**config.mk**
```make
export PLATFORM = sky130hd
export DESIGN_NAME = rv32i_instr_encoder
export DESIGN_NICKNAME = d
export VERILOG_FILES = /design/src/rtl/rv32i_instr_encoder.sv
export SDC_FILE = /design/constraint.sdc
export NUM_CORES = 1
export LEC_CHECK = 0
export CORE_MARGIN = 2
export CORE_UTILIZATION = 40
export DETAILED_ROUTE_END_ITERATION = 10
export RECOVER_POWER = 25
export SLEW_MARGIN = 20
export SYNTH_ARGS = -nofsm -noshare
export SYNTH_HDL_FRONTEND = slang
export SYNTH_SLANG_ARGS = --single-unit
```
**constraint.sdc**
```tcl
create_clock -name clk -period 6.7 [get_ports clk]
set_input_delay 1.34 -clock clk [delete_from_list [all_inputs] [get_ports clk]]
set_output_delay 1.34 -clock clk [all_outputs]
set_load 0.02 [all_outputs]
```
**src/rtl/rv32i_instr_encoder.sv**
```systemverilog
// rv32i_instr_encoder
// Turns a mnemonic plus operand description into an RV32I instruction word,
// tags it with a running instruction-memory address and hands it downstream
// through a 2-entry FIFO with a valid/ready handshake on both sides.
//
// Mnemonic ordinals:
//   R  : ADD=0 SUB=1 SLL=2 SRL=3 SRA=4 AND=5 OR=6 XOR=7 SLT=8 SLTU=9
//   I  : ADDI=10 SLLI=11 SRLI=12 SRAI=13 ANDI=14 ORI=15 XORI=16 SLTI=17 SLTIU=18
//   LD : LB=19 LH=20 LW=21 LBU=22 LHU=23   JALR=24   ECALL=25 EBREAK=26
//   S  : SB=27 SH=28 SW=29
//   B  : BEQ=30 BNE=31 BLT=32 BGE=33 BLTU=34 BGEU=35
//   JAL=36 LUI=37 AUIPC=38 NULL=39 (39 and above are rejected)
//
// Optional feature: define RV32I_ENC_IMM_CHECK_EN to reject requests whose
// immediate does not fit the encoded field; otherwise immediates are truncated.

module rv32i_instr_encoder #(
    parameter logic [31:0] BASE_ADDR = 32'h0000_0000
) (
    input  logic        clk,
    input  logic        rst,
    input  logic        flush,
    input  logic        in_valid,
    output logic        in_ready,
    input  logic [5:0]  in_mnem,
    input  logic [4:0]  in_rd,
    input  logic [4:0]  in_rs1,
    input  logic [4:0]  in_rs2,
    input  logic [31:0] in_imm,
    output logic        out_valid,
    input  logic        out_ready,
    output logic [31:0] out_instr,
    output logic [31:0] out_addr,
    output logic        err
);

    localparam logic [6:0] OPC_OP     = 7'b0110011;
    localparam logic [6:0] OPC_OP_IMM = 7'b0010011;
    localparam logic [6:0] OPC_LOAD   = 7'b0000011;
    localparam logic [6:0] OPC_JALR   = 7'b1100111;
    localparam logic [6:0] OPC_STORE  = 7'b0100011;
    localparam logic [6:0] OPC_BRANCH = 7'b1100011;
    localparam logic [6:0] OPC_JAL    = 7'b1101111;
    localparam logic [6:0] OPC_LUI    = 7'b0110111;
    localparam logic [6:0] OPC_AUIPC  = 7'b0010111;

    typedef enum logic [1:0] {
        ST_EMPTY = 2'd0,
        ST_ONE   = 2'd1,
        ST_FULL  = 2'd2
    } state_t;

    // funct3 for every mnemonic that carries one; zero elsewhere
    function automatic logic [2:0] funct3_of(input logic [5:0] m);
        logic [2:0] f3;
        case (m)
            6'd0, 6'd1, 6'd10, 6'd19, 6'd24, 6'd27, 6'd30:  f3 = 3'b000;
            6'd2, 6'd11, 6'd20, 6'd28, 6'd31:               f3 = 3'b001;
            6'd8, 6'd17, 6'd21, 6'd29:                      f3 = 3'b010;
            6'd9, 6'd18:                                    f3 = 3'b011;
            6'd7, 6'd16, 6'd22, 6'd32:                      f3 = 3'b100;
            6'd3, 6'd4, 6'd12, 6'd13, 6'd23, 6'd33:         f3 = 3'b101;
            6'd6, 6'd15, 6'd34:                             f3 = 3'b110;
            6'd5, 6'd14, 6'd35:                             f3 = 3'b111;
            default:                                        f3 = 3'b000;
        endcase
        return f3;
    endfunction

    // Assemble the instruction word; fields a format does not use stay zero
    function automatic logic [31:0] encode(
        input logic [5:0]  m,
        input logic [4:0]  rd,
        input logic [4:0]  rs1,
        input logic [4:0]  rs2,
        input logic [31:0] imm
    );
        logic [2:0]  f3;
        logic [6:0]  f7;
        logic [31:0] w;
        f3 = funct3_of(m);
        f7 = ((m == 6'd1) || (m == 6'd4) || (m == 6'd13)) ? 7'b0100000 : 7'b0000000;
        if (m <= 6'd9) begin
            w = {f7, rs2, rs1, f3, rd, OPC_OP};
        end else if ((m >= 6'd11) && (m <= 6'd13)) begin
            w = {f7, imm[4:0], rs1, f3, rd, OPC_OP_IMM};
        end else if (m <= 6'd18) begin
            w = {imm[11:0], rs1, f3, rd, OPC_OP_IMM};
        end else if (m <= 6'd23) begin
            w = {imm[11:0], rs1, f3, rd, OPC_LOAD};
        end else if (m == 6'd24) begin
            w = {imm[11:0], rs1, 3'b000, rd, OPC_JALR};
        end else if (m == 6'd25) begin
            w = 32'h0000_0073;
        end else if (m == 6'd26) begin
            w = 32'h0010_0073;
        end else if (m <= 6'd29) begin
            w = {imm[11:5], rs2, rs1, f3, imm[4:0], OPC_STORE};
        end else if (m <= 6'd35) begin
            w = {imm[12], imm[10:5], rs2, rs1, f3, imm[4:1], imm[11], OPC_BRANCH};
        end else if (m == 6'd36) begin
            w = {imm[20], imm[10:1], imm[11], imm[19:12], rd, OPC_JAL};
        end else if (m == 6'd37) begin
            w = {imm[31:12], rd, OPC_LUI};
        end else if (m == 6'd38) begin
            w = {imm[31:12], rd, OPC_AUIPC};
        end else begin
            w = 32'h0000_0000;
        end
        return w;
    endfunction

`ifdef RV32I_ENC_IMM_CHECK_EN
    // True when the immediate fits the field the mnemonic encodes it into
    function automatic logic imm_in_range(input logic [5:0] m, input logic [31:0] imm);
        logic ok;
        if ((m >= 6'd11) && (m <= 6'd13)) begin
            ok = (imm[31:5] == 27'd0);
        end else if (((m >= 6'd10) && (m <= 6'd24)) || ((m >= 6'd27) && (m <= 6'd29))) begin
            ok = (&imm[31:11]) || !(|imm[31:11]);
        end else if ((m >= 6'd30) && (m <= 6'd35)) begin
            ok = ((&imm[31:12]) || !(|imm[31:12])) && !imm[0];
        end else if (m == 6'd36) begin
            ok = ((&imm[31:20]) || !(|imm[31:20])) && !imm[0];
        end else if ((m == 6'd37) || (m == 6'd38)) begin
            ok = (imm[11:0] == 12'd0);
        end else begin
            ok = 1'b1;
        end
        return ok;
    endfunction
`endif

    state_t      state_q, state_d;
    logic [31:0] head_instr_q, head_instr_d;
    logic [31:0] head_addr_q, head_addr_d;
    logic [31:0] tail_instr_q, tail_instr_d;
    logic [31:0] tail_addr_q, tail_addr_d;
    logic [31:0] cnt_q, cnt_d;
    logic        out_valid_q, out_valid_d;
    logic        in_ready_q, in_ready_d;
    logic        err_q, err_d;

    logic        accept_s;
    logic        legal_s;
    logic        push_s;
    logic        pop_s;
    logic [31:0] word_s;

    assign accept_s = in_valid && in_ready_q;
`ifdef RV32I_ENC_IMM_CHECK_EN
    assign legal_s  = (in_mnem < 6'd39) && imm_in_range(in_mnem, in_imm);
`else
    assign legal_s  = (in_mnem < 6'd39);
`endif
    assign push_s   = accept_s && legal_s;
    assign pop_s    = out_valid_q && out_ready;
    assign word_s   = encode(in_mnem, in_rd, in_rs1, in_rs2, in_imm);

    // FIFO occupancy, entry contents, address counter and error pulse
    always_comb begin
        state_d      = state_q;
        head_instr_d = head_instr_q;
        head_addr_d  = head_addr_q;
        tail_instr_d = tail_instr_q;
        tail_addr_d  = tail_addr_q;
        cnt_d        = cnt_q;
        err_d        = 1'b0;
        if (flush) begin
            state_d = ST_EMPTY;
            cnt_d   = BASE_ADDR;
        end else begin
            if (accept_s && !legal_s) begin
                err_d = 1'b1;
            end else begin
                err_d = 1'b0;
            end
            if (push_s) begin
                cnt_d = cnt_q + 32'd4;
            end else begin
                cnt_d = cnt_q;
            end
            case (state_q)
                ST_EMPTY: begin
                    if (push_s) begin
                        head_instr_d = word_s;
                        head_addr_d  = cnt_q;
                        state_d      = ST_ONE;
                    end else begin
                        state_d = ST_EMPTY;
                    end
                end
                ST_ONE: begin
                    if (push_s && pop_s) begin
                        head_instr_d = word_s;
                        head_addr_d  = cnt_q;
                        state_d      = ST_ONE;
                    end else if (push_s) begin
                        tail_instr_d = word_s;
                        tail_addr_d  = cnt_q;
                        state_d      = ST_FULL;
                    end else if (pop_s) begin
                        state_d = ST_EMPTY;
                    end else begin
                        state_d = ST_ONE;
                    end
                end
                ST_FULL: begin
                    // in_ready is low while full, so no push can land here
                    if (pop_s) begin
                        head_instr_d = tail_instr_q;
                        head_addr_d  = tail_addr_q;
                        state_d      = ST_ONE;
                    end else begin
                        state_d = ST_FULL;
                    end
                end
                default: begin
                    state_d = ST_EMPTY;
                end
            endcase
        end
        out_valid_d = (state_d != ST_EMPTY);
        in_ready_d  = (state_d != ST_FULL);
    end

    // State and output registers, cleared asynchronously by rst
    always_ff @(posedge clk or posedge rst) begin
        if (rst) begin
            state_q      <= ST_EMPTY;
            head_instr_q <= 32'h0000_0000;
            head_addr_q  <= BASE_ADDR;
            tail_instr_q <= 32'h0000_0000;
            tail_addr_q  <= BASE_ADDR;
            cnt_q        <= BASE_ADDR;
            out_valid_q  <= 1'b0;
            in_ready_q   <= 1'b1;
            err_q        <= 1'b0;
        end else begin
            state_q      <= state_d;
            head_instr_q <= head_instr_d;
            head_addr_q  <= head_addr_d;
            tail_instr_q <= tail_instr_d;
            tail_addr_q  <= tail_addr_d;
            cnt_q        <= cnt_d;
            out_valid_q  <= out_valid_d;
            in_ready_q   <= in_ready_d;
            err_q        <= err_d;
        end
    end

    assign in_ready  = in_ready_q;
    assign out_valid = out_valid_q;
    assign out_instr = head_instr_q;
    assign out_addr  = head_addr_q;
    assign err       = err_q;

endmodule

```
Word-level counts from Yosys, hierarchy flattened

Memory sizes are Yosys's and may differ from the RTL's.
Cells that the tools add are included.

Flip-flop bits (word level): 165
Bits in latches: 0
Memory bits (writable): 0
ROM bits: 192
Input bits: 58
Output and inout bits: 67
Word-level logic and storage cells: 83
Memories kept: 1

Memory list:

| name            | words | bits a word | rd ports | clocked after Yosys merged registers in | wr ports | line | RTL |
|---|---|---|---|---|---|---|---|
| (no name shown) | 64    | 3           | 1        | 0                                       | 0        | 56   | `case (m)` |

$add $sub $neg: 1
$mul: 0
Divide/modulo/power cells: 0
$lt $le $gt $ge: 8
Eq/ne operators: 15
Shifts and indexed selects: 0
Mux-type cells: 32
Bitwise operators: 2
Reductions and logical operators: 15

Operators by type and width:

| kind                                                | count |
|---|---|
| two-way mux 32 bit                                  | 20 |
| case mux 32 bit (3 select lines)                    | 2 |
| adder 32 x 3 -> 32 bit, second input constant       | 1 |
| equality test 6 x 5 -> 1 bit, second input constant | 3 |
| equality test 6 bit, second input constant          | 3 |
| <= comparator 6 x 5 -> 1 bit, second input constant | 3 |
| <= comparator 6 x 4 -> 1 bit, second input constant | 2 |
| two-way mux 2 bit                                   | 4 |
| inequality test 2 bit, second input constant        | 4 |
| equality test 6 x 1 -> 1 bit, second input constant | 1 |
| equality test 6 x 3 -> 1 bit, second input constant | 1 |
| equality test 6 x 4 -> 1 bit, second input constant | 1 |
| >= comparator 6 x 4 -> 1 bit, second input constant | 1 |
| <= comparator 6 bit, second input constant          | 1 |
| logical AND 1 bit                                   | 6 |
| less-than comparator 6 bit, second input constant   | 1 |
| two-way mux 6 bit                                   | 1 |
| case mux 2 bit (3 select lines)                     | 1 |
| AND reduction 5 bit                                 | 1 |
| two-way mux 1 bit                                   | 4 |
| AND reduction 4 bit                                 | 1 |
| nonzero test 2 bit                                  | 2 |
| nonzero test 3 bit                                  | 1 |
| equality test 2 x 1 -> 1 bit, second input constant | 1 |
| other kinds (5)                                     | 7 |

Depth between registers and ports, before layout

Depth in word-level cells: 15
Mapped depth: 10
Mapped depth without buffers: 8

Worst setup path before layout

OpenSTA, ideal clock, no wires.

Path kind: input to register
Start point: input port in_mnem[0]
End point: register head_addr_q[2] (netlist: out_addr[2])
Library setup time: 0.082 ns
Arrival: 3.357 ns
Required time: 6.618 ns
Setup slack: 3.261 ns
Stages: 10
Path buffers: 2
Path through: ha_1 a211o_4 a21oi_4 ha_1 o2bb2ai_2 o21a_1 buf_2 buf_2 nor2_1 a31oi_1

Longest elaborated chain between the ends: 5
Elaborated cells between the ends (all ways): 6
Those cells by class: order compare (1); eq/ne (2); reduce/logical (3)

RTL lines:

| element                         | line | RTL |
|---|---|---|
| from (decl)                     | 25   | `input logic [5:0] in_mnem,` |
| less-than comparator 6 bit *    | 154  | `assign legal_s = (in_mnem < 6'd39);` |
| logical AND 1 bit *             | 156  | `assign push_s = accept_s && legal_s;` |
| logical AND 1 bit               | 194  | `if (push_s && pop_s) begin` |
| inequality test 2 bit (no line) | --   |  |
| AND reduction 5 bit (no line) * | --   |  |
| to (signal assigned)            | 242  | `head_addr_q <= head_addr_d;` |
| to (decl)                       | 136  | `logic [31:0] head_addr_q, head_addr_d;` |

Mark *: on every way between the ends. The rest lies on a longest branch, timed or not.
A chain may end at the register's enable or synchronous reset.

==> impl_metrics.py <==
metrics = {
    "cts": {
        "cts_tree": "done",
        "cts_buffer_depth": 2,
        "cts_root_buf": "clkbuf_16",
        "htree_levels": 4,
        "clock-sinks": 157,
        "cts_hold_buffers": 0,
        "cts_buffers": 17,
        "clk_latency_ns": 0.42,
        "ctsResizeCount": 0,
        "cts_setup_buffers": 0,
        "clkTransAtPathRegs_ns": 0.06,
    },
    "grt": {
        "grt_max_degree": 70,
        "grt_pass1_vias": 6581,
        "antenna_found_initial": 0,
        "grtUsageTotal": 0.208,
        "grt_pass1_wl_mm": 36.0,
        "grt-ovfl-total": 0,
    },
    "power_and_ir_drop": {
        "vdd.ir_drop.worst_mv": 0.184,
        "powerDensity_mw_per_mm2": 279,
        "p_leak_uw": 0.00423,
        "power_uw": 2800,
    },
    "flow_run": {
        "maxCapViolCount": 2,
    },
    "sta": {
        "setup_tns_ns": 0,
        "grt_setup_unrepaired": "no",
        "period_share": 0.694,
        "hold_violations": 0,
        "whs_ns": 0.469,
        "slew_viol_final": 92,
        "setup_violations": 0,
        "finClkSkew_ns": 0.0104,
        "max_slew.worst_pin.slew_ns": 2.40,
        "fmax_mhz": 215,
        "period_needed_ns": 4.65,
        "relSlewSlack": -0.611,
    },
    "worst_setup_path": {
        "cp.arrival_ns": 4.78,
        "cp_max_fo": 53,
        "crit_path_end_kind": "asynchronous set/reset pin",
        "crit_required_ns": 6.83,
        "start_kind": "input port",
        "worst-setup-path-type": "input port to asynchronous set/reset pin",
    },
    "logic_synthesis": {
        "synth_cell_types": 78,
        "synth-compound-area-share": 0.201,
        "yosys.area_share.adder": 0.0139,
        "synth_area_mm2": 0.00811,
        "synth_top_family_by_area": "simple AND/OR/NAND/NOR gates",
        "synth_edf_count": 0,
        "synth-seq-cells": 157,
        "muxShareOfSynthArea": 0.00617,
        "syn_avg_cell_area_um2": 8.89,
        "synthCells": 913,
        "yosys.area_share.simple": 0.224,
        "yosys_warnings": 0,
        "ys.flop_type": "dfrtp_1",
        "synth_xor_area_frac": 0.0238,
        "yosysSeqAreaShare": 0.484,
        "async_flop_share": 1.00,
    },
    "route": {
        "dr_wl_met3_um": 914,
        "via_count": 6859,
        "ant_nets": 0,
        "remaining_drc_errors": 0,
        "wl_per_cell_um": 17.1,
        "m1WireLength_mm": 11.0,
        "routed.top_layer": "met4",
        "firstDrtPassIters": 5,
        "dr.first_iter.drc_count": 611,
        "via_per_inst": 5.35,
        "finalWirelength_mm": 21.9,
        "dr_wl_met2_mm": 9.70,
    },
    "floorplanning": {
        "fp.coreArea_mm2": 0.0200,
        "dieArea_mm2": 0.0214,
        "io_pins": 125,
        "die_h_um": 146,
        "rows": 52,
        "die_w_um": 146,
        "initial_core_util": 0.405,
    },
    "finish": {
        "area_delta_synth_final_pct": 23.6,
        "fin_cells": 1282,
        "fin_nets": 1067,
        "drive_gt1_frac": 0.0672,
        "num_antenna_cells": 0,
    },
    "outcome": {
        "violations": "max-capacitance violations, max-slew violations",
        "status": "finished, violations left",
    },
    "placed_design": {
        "dp_hpwl_mm": 14.6,
        "dp.cells": 1251,
        "place.gp.congestion": 0.850,
        "portBuffers": 122,
    },
    "hold_path": {
        "min_path_type": "flip-flop to flip-flop",
    },
}
## path summary, 6_finish.rpt
kind	from	cells after the start	to	slack, ns
min in group asynchronous	rst	2	out_addr[6]	2.04
hold / removal	tail_instr_q[6]	2	tail_instr_q[6]	0.47
max in group clk	in_mnem[3]	9	out_instr[14]	2.23
setup reg to reg	in_ready	8	out_instr[14]	3.84
hold reg to reg	tail_instr_q[6]	2	tail_instr_q[6]	0.47
setup / recovery	rst	3	tail_instr_q[9]	2.05
## metal layers
metal / up-vias / global-route usage
met5: - / 0
met4: 0 / 0.0485
met3: 24 / 0.0400
met2: 160 / 0.315
met1: 3299 / 0.309
li1: 3376 / -
## flip-flops by register name, indices dropped and copies added, names as in the netlist
register      cells
in_ready          1
state_q           2
tail_instr_q     31
tail_addr_q      30
out_addr         30
out_valid         1
cnt_q            30
err               1
out_instr        31
## report_power, final
part           switching, uW  internal [uW]  leakage (uW)
clock                    387            520      0.000257
sequential              96.0           1100       0.00204
combinational            372            318       0.00193
## cells by family (layout without fill, tap and decap cells)
group,after synthesis,after routing
muxes,5,5
DFF,157,157
xor gates and xnor gates,22,22
AOI/OAI and AO/OA,239,239
adders and majority gates,9,9
and+or+nand+nor,396,396
other,1,2
buffers and inverters,84,182
## synthesized netlist by cell type (all sizes together), types with 5 or more instances
| cell | number | share of area |
|---|---|---|
| inv | 14 | 0.0065 |
| nand4 | 6 | 0.0065 |
| or3 | 10 | 0.0077 |
| mux2i | 5 | 0.0062 |
| a211oi | 11 | 0.010 |
| nor2 | 101 | 0.047 |
| nor4 | 10 | 0.014 |
| o211ai | 5 | 0.0046 |
| nand2b | 7 | 0.0054 |
| dfrtp | 156 | 0.48 |
| a21oi | 43 | 0.028 |
| and4 | 5 | 0.0054 |
| ha | 9 | 0.014 |
| nor3 | 11 | 0.0068 |
| o21ai | 55 | 0.035 |
| buf | 29 | 0.021 |
| clkbuf | 40 | 0.019 |
| nor2b | 6 | 0.0046 |
| a31oi | 32 | 0.025 |
| xnor2 | 19 | 0.021 |
| o22ai | 8 | 0.0062 |
| a21o | 12 | 0.011 |
| o21bai | 5 | 0.0046 |
| o31ai | 8 | 0.0080 |
| nand3 | 19 | 0.012 |
| a22oi | 17 | 0.016 |
| nand2 | 197 | 0.091 |
| o221ai | 5 | 0.0054 |
| and3 | 5 | 0.0039 |
## critical path, stage by stage
cell           delay [ns]
dlygate4sd3_1        0.55
clkinvlp_2           1.38
clkbuf_1             1.50
## cells in the final DEF, fill, tap and decap left out, types with 4 or more instances in the layout
cell / synthesis / layout
a31oi_1: 32 / 32
nand2_1: 197 / 197
ha_1: 9 / 9
o21bai_1: 5 / 5
clkbuf_16: 0 / 17
nor2b_1: 6 / 5
o211ai_1: 5 / 5
and4_1: 5 / 5
nor3_1: 11 / 11
and2_1: 4 / 4
or3_1: 10 / 10
o21ai_0: 52 / 52
buf_4: 4 / 13
clkdlybuf4s50_1: 0 / 115
nor2_1: 101 / 101
mux2i_1: 5 / 5
xnor2_1: 19 / 19
dlygate4sd3_1: 0 / 7
o22ai_1: 8 / 8
nand3_1: 18 / 18
and3_1: 5 / 5
nand4_1: 5 / 5
a22oi_1: 17 / 17
o31ai_1: 7 / 7
clkbuf_1: 40 / 5
a21oi_1: 41 / 41
a211oi_1: 11 / 11
dfrtp_1: 156 / 156
nor4_1: 5 / 5
o2111ai_1: 4 / 4
inv_1: 14 / 13
nand2b_1: 7 / 6
o221ai_1: 5 / 5
a21o_1: 12 / 12
## cell type report
class / count / area [um^2]
Clock buffer: 22 / 454
Multi-Input combinational cell: 673 / 3830
Sequential cell: 157 / 3930
Timing Repair Buffer: 136 / 1320
Fill cell: 1929 / 10000
Tap cell: 270 / 338
Clock inverter: 9 / 88.8
Inverter: 15 / 57.6
## per-stage QoR
step	instance area (um^2)	util	setup WS, ns
6_report	10000	0.500	2.05
5_1_grt	10000	0.500	1.31
4_1_cts	10000	0.501	2.25
3_5_place_dp	9490	0.473	1.82
3_3_place_gp	9490	0.473	1.92
2_1_floorplan	8120	-	1.13
Power figures use the tool's default switching activity.
==> edit: new RTL, config.mk and constraints unchanged <==
Remove the register `err_q`: a continuous assignment takes its place, so the output `err` follows one clock earlier.
--- a/src/rtl/rv32i_instr_encoder.sv
+++ b/src/rtl/rv32i_instr_encoder.sv
@@ -235,7 +235,6 @@
             cnt_q        <= BASE_ADDR;
             out_valid_q  <= 1'b0;
             in_ready_q   <= 1'b1;
-            err_q        <= 1'b0;
         end else begin
             state_q      <= state_d;
             head_instr_q <= head_instr_d;
@@ -245,9 +244,10 @@
             cnt_q        <= cnt_d;
             out_valid_q  <= out_valid_d;
             in_ready_q   <= in_ready_d;
-            err_q        <= err_d;
         end
     end
+
+    assign err_q = err_d;
 
     assign in_ready  = in_ready_q;
     assign out_valid = out_valid_q;
Formal check against the unedited RTL: not equivalent (a bounded check fails within 4 cycles, from zero or initial values and one cycle with rst high).
==> edit against the unedited design <==
The run still ends with capacitance limit, slew limit left. Sequential share of layout area barely moved. Non-clock buffer count fell by 1. Worst setup slack got worse by 0.36 ns. Synthesized area fell by 2.0%. Register-to-register slack got worse by 0.21 ns. Sequential cell count fell by 1. Power rose by 2.1%. Synthesized cell count fell by 0.44%. Global-route usage rose by 0.32 points. Cell area fell by 0.66%. Critical path depth rose by 3. Wire length fell by 1.2%. Critical path type is now in2out.
==> edit: results (changes against the unedited design) <==
outcome:
  status: "finished with violations"
  violations: "capacitance limit, slew limit"
synthesis:
  synthAdderAreaFrac: 0.0142  # +0.000277
  synth_compound_area_frac: 0.200  # -0.00148
  ys_types: 73  # -6.4%
  synth-seq-area-share: 0.491  # +0.00653
  muxShareOfSynthArea: 0.00629  # +0.000123
  synthXorXnorAreaFrac: 0.0253  # +0.00158
  synth_area_leaders: "dfrtp_1, nand2_1, nor2_1, o21ai_0, a21oi_1"
worst_setup_path:
  rrSetupSlack_ns: 3.63  # -0.21 ns
  r2r-end: "out_instr[9]"
  crit_path_max_fanout: 6  # -89%
  crit_slowest_cell: "clkdlybuf4s50_1"
  cp-endpoint: "err"
  crit_start: "in_mnem[1]"
  arrival_ns: 3.67  # -1.11 ns
  reg2reg_depth: 7  # -1
job:
  max_cap_viol_count: 1  # -1
power_and_ir_drop:
  power.leakage_nw: 4.20  # -0.64%
  peakVddDrop_v: 0.000158  # -14%
global_routing:
  grt_pass1_vias: 6721  # +2.1%
  met2_usage: 0.321  # +0.00610
  grt_use_total: 0.211  # +0.00319
  met1_usage: 0.310  # +0.00102
  grt_pass1_wl_mm: 36.1  # +0.19%
  grt_util_met3: 0.0349  # -0.00509
  grt_max_degree: 104  # +49%
finish:
  nFillCells: 1851  # -4.0%
  drive_above_1_share: 0.0626  # -0.00463
  final_nets: 1061  # -0.56%
place:
  hpwl_mm: 14.2  # -2.7%
  placed_area_um2: 9340  # -1.5%
  io_buffers: 122  # unchanged
  gp_congestion: 0.849  # -0.14%
route:
  met3WireLength_um: 813  # -11%
  drt-met1-wl_mm: 10.7  # -2.2%
  routed-wl-met2_mm: 9.73  # +0.27%
  vias: 6915  # +0.82%
  drt_first_iter_violations: 540  # -12%
  wl_per_cell_um: 17.0  # -0.45%
timing:
  whs_ns: 0.471  # +0.00193 ns
  slew_viol_final: 104  # +13%
  tightest_slew_ns: 3.89  # +1.48 ns
  clock_skew_ns: 0.0102  # -0.000193 ns
clock_network:
  cts_resized: 0  # unchanged
worst_hold_path:
  hold_end: "tail_addr_q[3]"
  min_from: "tail_addr_q[3]"
-- edit: area by class of cell --
type	count	share of cell area
flip-flops and latches	156	0.392
clock buffers	20	0.0459
well taps	265	0.0333
repair buffers	135	0.136
multi-input cells	669	0.374
inverters	15	0.00565
clock inverters	12	0.0137
-- edit: critical path: cells and delay by family --
kind,cells,cell delay (ns)
AO/OA/AOI/OAI,1,0.32
AND/OR/NAND/NOR,2,0.47
buffers and inverters,2,1.26
adder cells (fa/ha/maj),1,0.28
-- edit: report_power, final --
part	switching, mW	internal (mW)
logic	0.370	0.323
registers	0.0921	1.10
clock network	0.401	0.572
-- edit: per-stage QoR --
stage                     utilization  setup WS (ns)  power [mW]  std cells
after global routing            0.512          0.872        3.00       1272
after global placement          0.480           1.79        1.89       1239
final                           0.512           1.69        2.86       1272
after CTS                       0.510           1.72        2.88       1271
after detailed placement        0.480           1.72        1.90       1239
after floorplan                     -           1.16        1.57        910
